File: src/rtl/face_cmd_decoder.sv
// Instruction front-end for the Frodo acceleration engine.
// Decodes 32-bit custom instructions into the base-address, matrix-size and mode
// registers, then launches one core computation and tracks it to completion.
module face_cmd_decoder #(
  parameter logic [5:0]  OPCODE   = 6'b010101,
  parameter int unsigned NUM_BASE = 3,
  parameter int unsigned ADDR_W   = 32,
  parameter int unsigned SIZE_W   = 16,
  parameter int unsigned SIZE_RST = 640,
  parameter int unsigned CNT_W    = 24
) (
  input  logic                         clk,
  input  logic                         rst,
  input  logic [31:0]                  instr,
  input  logic                         instr_valid,
  output logic                         instr_ready,
  output logic [NUM_BASE*ADDR_W-1:0]   base_addr,
  output logic [SIZE_W-1:0]            matrix_size,
  output logic [2:0]                   mem_mode,
  output logic [1:0]                   addr_mode,
  output logic                         calc_init,
  input  logic                         calc_done,
  output logic                         busy,
  output logic                         calc_finish,
  output logic                         illegal_instr,
  output logic [CNT_W-1:0]             calc_cycles
);

  localparam int unsigned IMM_W      = 21;
  localparam int unsigned BASE_BUS_W = NUM_BASE * ADDR_W;
  // Bits of a base register owned by SET_LO; SET_HI writes everything above.
  localparam logic [ADDR_W-1:0] LO_MASK = ADDR_W'({IMM_W{1'b1}});

  typedef enum logic [1:0] {
    IDLE  = 2'd0,
    ISSUE = 2'd1,
    WAIT  = 2'd2,
    DONE  = 2'd3
  } state_t;

  localparam logic [1:0] FUNC_SET_LO   = 2'd0;
  localparam logic [1:0] FUNC_SET_HI   = 2'd1;
  localparam logic [1:0] FUNC_SET_SIZE = 2'd2;
  localparam logic [1:0] FUNC_CALC     = 2'd3;

  state_t state, state_next;

  logic [5:0]       opcode;
  logic [1:0]       func;
  logic [2:0]       sel;
  logic [IMM_W-1:0] imm;
  logic             accept;

  logic [BASE_BUS_W-1:0] base_next;
  logic [SIZE_W-1:0]     size_next;
  logic [2:0]            mem_mode_next;
  logic [1:0]            addr_mode_next;
  logic                  calc_init_next;
  logic                  busy_next;
  logic                  calc_finish_next;
  logic                  illegal_next;
  logic [CNT_W-1:0]      cycles_next;

  assign opcode = instr[31:26];
  assign func   = instr[25:24];
  assign sel    = instr[23:21];
  assign imm    = instr[20:0];

  // Instructions are only taken while idle and out of reset.
  assign instr_ready = (state == IDLE) && !rst;
  assign accept      = instr_valid && instr_ready;

  // State register.
  always_ff @(posedge clk) begin
    if (rst) state <= IDLE;
    else     state <= state_next;
  end

  // Next-state, decode and next values of every registered output.
  always_comb begin
    state_next       = state;
    base_next        = base_addr;
    size_next        = matrix_size;
    mem_mode_next    = mem_mode;
    addr_mode_next   = addr_mode;
    calc_init_next   = 1'b0;
    busy_next        = 1'b0;
    calc_finish_next = 1'b0;
    illegal_next     = 1'b0;
    cycles_next      = calc_cycles;

    case (state)
      IDLE: begin
        if (accept) begin
          if (opcode != OPCODE) begin
            illegal_next = 1'b1;
          end else begin
            case (func)
              FUNC_SET_LO, FUNC_SET_HI: begin
                if (32'(sel) >= NUM_BASE) begin
                  illegal_next = 1'b1;
                end else begin
                  for (int unsigned k = 0; k < NUM_BASE; k++) begin
                    if (sel == 3'(k)) begin
                      if (func == FUNC_SET_LO) begin
                        base_next[k*ADDR_W +: ADDR_W] = ADDR_W'(imm);
                      end else begin
                        // Shifting imm up by 21 leaves only imm[ADDR_W-22:0];
                        // with ADDR_W==21 nothing survives and the write is a no-op.
                        base_next[k*ADDR_W +: ADDR_W] =
                          (base_addr[k*ADDR_W +: ADDR_W] & LO_MASK) |
                          ADDR_W'({imm, {IMM_W{1'b0}}});
                      end
                    end
                  end
                end
              end
              FUNC_SET_SIZE: begin
                if (imm == '0) illegal_next = 1'b1;
                else           size_next    = SIZE_W'(imm);
              end
              default: begin
                mem_mode_next  = imm[2:0];
                addr_mode_next = imm[4:3];
                cycles_next    = '0;
                calc_init_next = 1'b1;
                busy_next      = 1'b1;
                state_next     = ISSUE;
              end
            endcase
          end
        end
      end
      ISSUE: begin
        if (calc_done) begin
          calc_finish_next = 1'b1;
          state_next       = DONE;
        end else begin
          busy_next  = 1'b1;
          state_next = WAIT;
        end
      end
      WAIT: begin
        if (calc_cycles != '1) cycles_next = calc_cycles + CNT_W'(1);
        if (calc_done) begin
          calc_finish_next = 1'b1;
          state_next       = DONE;
        end else begin
          busy_next = 1'b1;
        end
      end
      default: begin
        state_next = IDLE;
      end
    endcase
  end

  // Output and configuration registers.
  always_ff @(posedge clk) begin
    if (rst) begin
      base_addr     <= '0;
      matrix_size   <= SIZE_W'(SIZE_RST);
      mem_mode      <= '0;
      addr_mode     <= '0;
      calc_init     <= 1'b0;
      busy          <= 1'b0;
      calc_finish   <= 1'b0;
      illegal_instr <= 1'b0;
      calc_cycles   <= '0;
    end else begin
      base_addr     <= base_next;
      matrix_size   <= size_next;
      mem_mode      <= mem_mode_next;
      addr_mode     <= addr_mode_next;
      calc_init     <= calc_init_next;
      busy          <= busy_next;
      calc_finish   <= calc_finish_next;
      illegal_instr <= illegal_next;
      calc_cycles   <= cycles_next;
    end
  end

endmodule
File: config.mk
export PLATFORM = sky130hd
export DESIGN_NAME = face_cmd_decoder
export DESIGN_NICKNAME = d
export VERILOG_FILES = /design/src/rtl/face_cmd_decoder.sv
export SDC_FILE = /design/constraint.sdc
export NUM_CORES = 1
export LEC_CHECK = 0
export CAP_MARGIN = 15
export CORE_MARGIN = 2
export CORE_UTILIZATION = 45
export DETAILED_ROUTE_END_ITERATION = 10
export HOLD_SLACK_MARGIN = 0.15
export PLACE_DENSITY = 0.88
export SYNTH_ARGS = -nofsm -noshare
export SYNTH_HDL_FRONTEND = slang
export SYNTH_SLANG_ARGS = --single-unit
File: constraint.sdc
create_clock -name clk -period 3.4 [get_ports clk]
set_input_delay 0.68 -clock clk [delete_from_list [all_inputs] [get_ports clk]]
set_output_delay 0.68 -clock clk [all_outputs]
set_load 0.01 [all_outputs]
==> impl_metrics.py <==
metrics = {
    "setup_path": {
        "cp_cell_sequence": "clkdlybuf4s50_1, and3b_1, and4_1, o311a_1, mux2i_1, nor2_1",
        "reg2reg_depth": 7,
        "worst_ep_arrival_time_ns": 2.97,
        "critPathKind": "input pin to register",
        "crit_cells": 6,
        "max_stage_delay_ns": 0.86,
        "reg2reg_setup_slack_ns": 0.70,
        "endpoint_kind": "register",
        "cp_max_fo": 18,
        "timing.rr.end": "matrix_size[6]$_SDFFE_PP0P_",
        "crit_slowest_cell": "o311a_1",
        "critPathTopFamily": "compound AO/OA/AOI/OAI gates",
        "path_buf_inv": 1,
        "r2r-start": "state[0]$_SDFFE_PP0P_",
        "crit_path_start_kind": "input pin",
        "worstPathRequired_ns": 3.67,
    },
    "drt": {
        "drt_first_pass_iters": 5,
        "avgRoutedWirePerCell_um": 17.7,
        "viasPerCell": 5.50,
        "drtIter0Drc": 570,
        "post-route-drc-count": 0,
        "vias": 5871,
        "finalWirelength_mm": 18.9,
        "ant_nets": 0,
    },
    "floorplanning": {
        "die-area_um2": 14500,
        "pin_count": 182,
        "placementRows": 42,
        "start_util_pct": 46.0,
        "die_x_um": 120,
        "die_y_um": 120,
        "core_um2": 13200,
    },
    "synthesis": {
        "synthArstFlopShare_pct": 0,
        "synth_cell_type_count": 56,
        "synth_top_area_share_pct": 48.3,
        "synthFlopType": "dfxtp_1",
        "yosys-top-cells-area": "dfxtp_1 48%, nand2_1 9.2%, mux2i_1 8.9%, a21oi_1 5.7%, nor2_1 3.8%",
        "yosysSeqAreaShare_pct": 48.3,
        "synthesis.nets": 743,
        "syn-cell-area_um2": 6090,
        "yosys_warnings": 0,
        "avgSynthCellArea_um2": 8.67,
        "ys_ff_latch": 147,
        "synth_cells": 702,
        "synth_area_leader_cell": "dfxtp_1",
        "synth_edf_count": 0,
    },
    "global_routing": {
        "grt.overflow.total": 0,
        "grt_pass1_vias": 5511,
        "globalRouteTotalUtil_pct": 25.9,
        "antenna_found_initial": 0,
        "grt_max_degree": 82,
        "grt_pass1_wl_mm": 29.3,
    },
    "clock_tree": {
        "cts_resized": 0,
        "cts-hold-fix-buffers": 0,
        "cts_sinks": 147,
        "clk_latency_ns": 0.42,
        "root_buffer": "clkbuf_16",
        "clk_path_buf_depth": 2,
        "clk_pin_slew_ns": 0.06,
        "h-tree-depth": 4,
        "cts_setup_buffers": 0,
        "cts_tree": "built",
        "cts_buffers": 17,
    },
    "timing": {
        "tns_ns": 0,
        "fmax_mhz": 370,
        "period_share_pct": 79.5,
        "drv_slew": 0,
        "holdWs_ns": 0.450,
        "finalSetupViolCount": 0,
        "slew_headroom_pct": 32.9,
        "clock_skew_ns": 0.00981,
        "min_period_ns": 2.70,
        "tightest_slew_ns": 1.01,
        "hold_viol": 0,
        "rsz0062_at_grt": "false",
    },
    "place": {
        "place_hpwl_mm": 12.9,
        "routabilityCongestion": 0.829,
        "port_buffers": 181,
    },
    "power_and_ir_drop": {
        "p_leak_nw": 3.04,
        "power_w": 0.00392,
        "power_density_nw_per_um2": 449,
        "peakVddDrop_mv": 0.341,
    },
    "flow_run": {
        "drv_cap": 0,
    },
    "layout": {
        "area_delta_synth_final_pct": 43.5,
        "nets": 922,
        "drive_gt1_share_pct": 7.96,
        "diodes": 0,
    },
    "min_path": {
        "hold_path_end": "base_addr[39]$_SDFFE_PP0P_",
        "min_path_type": "register to register",
        "min-delay-start": "base_addr[39]$_SDFFE_PP0P_",
        "worstHoldPathCells": 2,
    },
    "status": {
        "outcome": "finished clean",
    },
}
-- kinds of logic after synthesis --
logic type                 synth area share, %
AOI/OAI and AO/OA                         13.3
adders and majority gates                 1.03
muxes                                     8.88
DFF                                       48.3
and+or+nand+nor                           23.6
buffers and inverters                     4.77
-- worst register-to-register path, cell delays in order, from the launching register on --
cell,delay (ns)
dfxtp_1,0.33
inv_1,0.08
ha_1,0.28
and3b_1,0.32
and4_1,0.30
o311a_1,0.86
mux2i_1,0.30
nor2_1,0.07
-- metal layers --
layer	track usage (%)	wire, µm	up-vias
li1	-	-	2805
met1	31.6	7690	2772
met2	40.8	8740	255
met3	10.9	1910	39
met4	9.59	521	0
met5	0	0	-
-- area by class of cell --
| class | instances | area (µm²) |
|---|---|---|
| multi-input combinational | 492 | 2860 |
| timing repair buffer | 208 | 2010 |
| clock buffer | 22 | 494 |
| sequential | 147 | 2940 |
| inverter | 15 | 56.3 |
| fill | 1047 | 4510 |
| tap | 176 | 220 |
| clock inverter | 8 | 149 |
-- through the flow --
step	setup WS (ns)	instances	util [%]	area (µm²)
final	0.698	1068	65.9	8730
after global routing	0.548	1068	65.9	8730
after CTS	0.699	1068	65.9	8730
after detailed placement	0.300	1038	61.1	8090
after global placement	0.364	1038	61.1	8090
after floorplan	1.28	702	-	6090
-- cell usage in the layout (no fill, tap or decap), types with 4 or more instances in the layout --
cell type        count
a31oi_1              4
a21oi_1             69
buf_4               28
o21ai_0              5
inv_1               13
bufinv_16            4
a32o_1               7
o41ai_1              4
and3_1               5
dfxtp_1            147
o311ai_0             4
nor3_1              11
nor4_1              10
clkbuf_16           17
ha_1                 5
o32ai_1              6
or3_1                6
nor2b_1             14
nand4_1             10
nand3_1             10
nand2_1            149
mux2i_1             54
nor2_1              62
clkbuf_8             5
and2_1               5
and4_1               6
clkdlybuf4s50_1    180
a211oi_1             7
-- worst max path at each step --
| stage | to | from | slack, ns |
|---|---|---|---|
| global route | matrix_size[2]$_SDFFE_PP0P_ | state[0]$_SDFFE_PP0P_ | 0.55 |
| detailed placement | matrix_size[15]$_SDFFE_PP0P_ | instr[28] | 0.30 |
| global placement | matrix_size[14]$_SDFFE_PP0P_ | instr[31] | 0.36 |
| CTS | matrix_size[6]$_SDFFE_PP0P_ | instr[31] | 0.70 |
| finish | matrix_size[6]$_SDFFE_PP0P_ | instr_valid | 0.70 |
| floorplan | matrix_size[10]$_SDFFE_PP0P_ | rst | 1.28 |
-- where the power goes --
| part | total [W] | leakage [nW] | switching [W] | internal, W |
|---|---|---|---|---|
| registers | 0.00173 | 1.18 | 0.00000139 | 0.00173 |
| clock network | 0.00203 | 0.310 | 0.000708 | 0.00132 |
| logic | 0.000166 | 1.55 | 0.0000971 | 0.0000690 |
| total | 0.00392 | 3.04 | 0.000807 | 0.00311 |
-- cells in the mapped netlist, types with 2 or more instances --
cell type  instances
o21ai_0            5
nor2_1            62
nand3_2            2
or2_2              2
ha_1               5
a311oi_1           2
mux2i_1           54
dfxtp_1          147
nor4_1            10
o311ai_0           4
o32ai_1            6
nor3_1            12
o41ai_1            4
buf_6              3
and4_1             6
nand3_1           10
o31ai_1            3
a21oi_1           69
nand4b_1           2
a211oi_1           7
or3_1              6
buf_4              5
a31oi_1            4
nor4b_1            2
nand2_1          149
and2_1             5
and3_1             5
clkbuf_1          30
nand4_1           10
o311a_1            2
nand4_2            2
a32o_1             7
buf_2             10
a21boi_0           2
a211o_1            2
inv_1             13
nor2b_1           14
-- sequential cells by signal, summed over array words and instances (netlist names) --
register       flops
base_addr         96
calc_cycles       24
matrix_size       16
mem_mode           3
addr_mode          2
state              2
busy               1
calc_finish        1
calc_init          1
illegal_instr      1
Power figures use the tool's default switching activity.
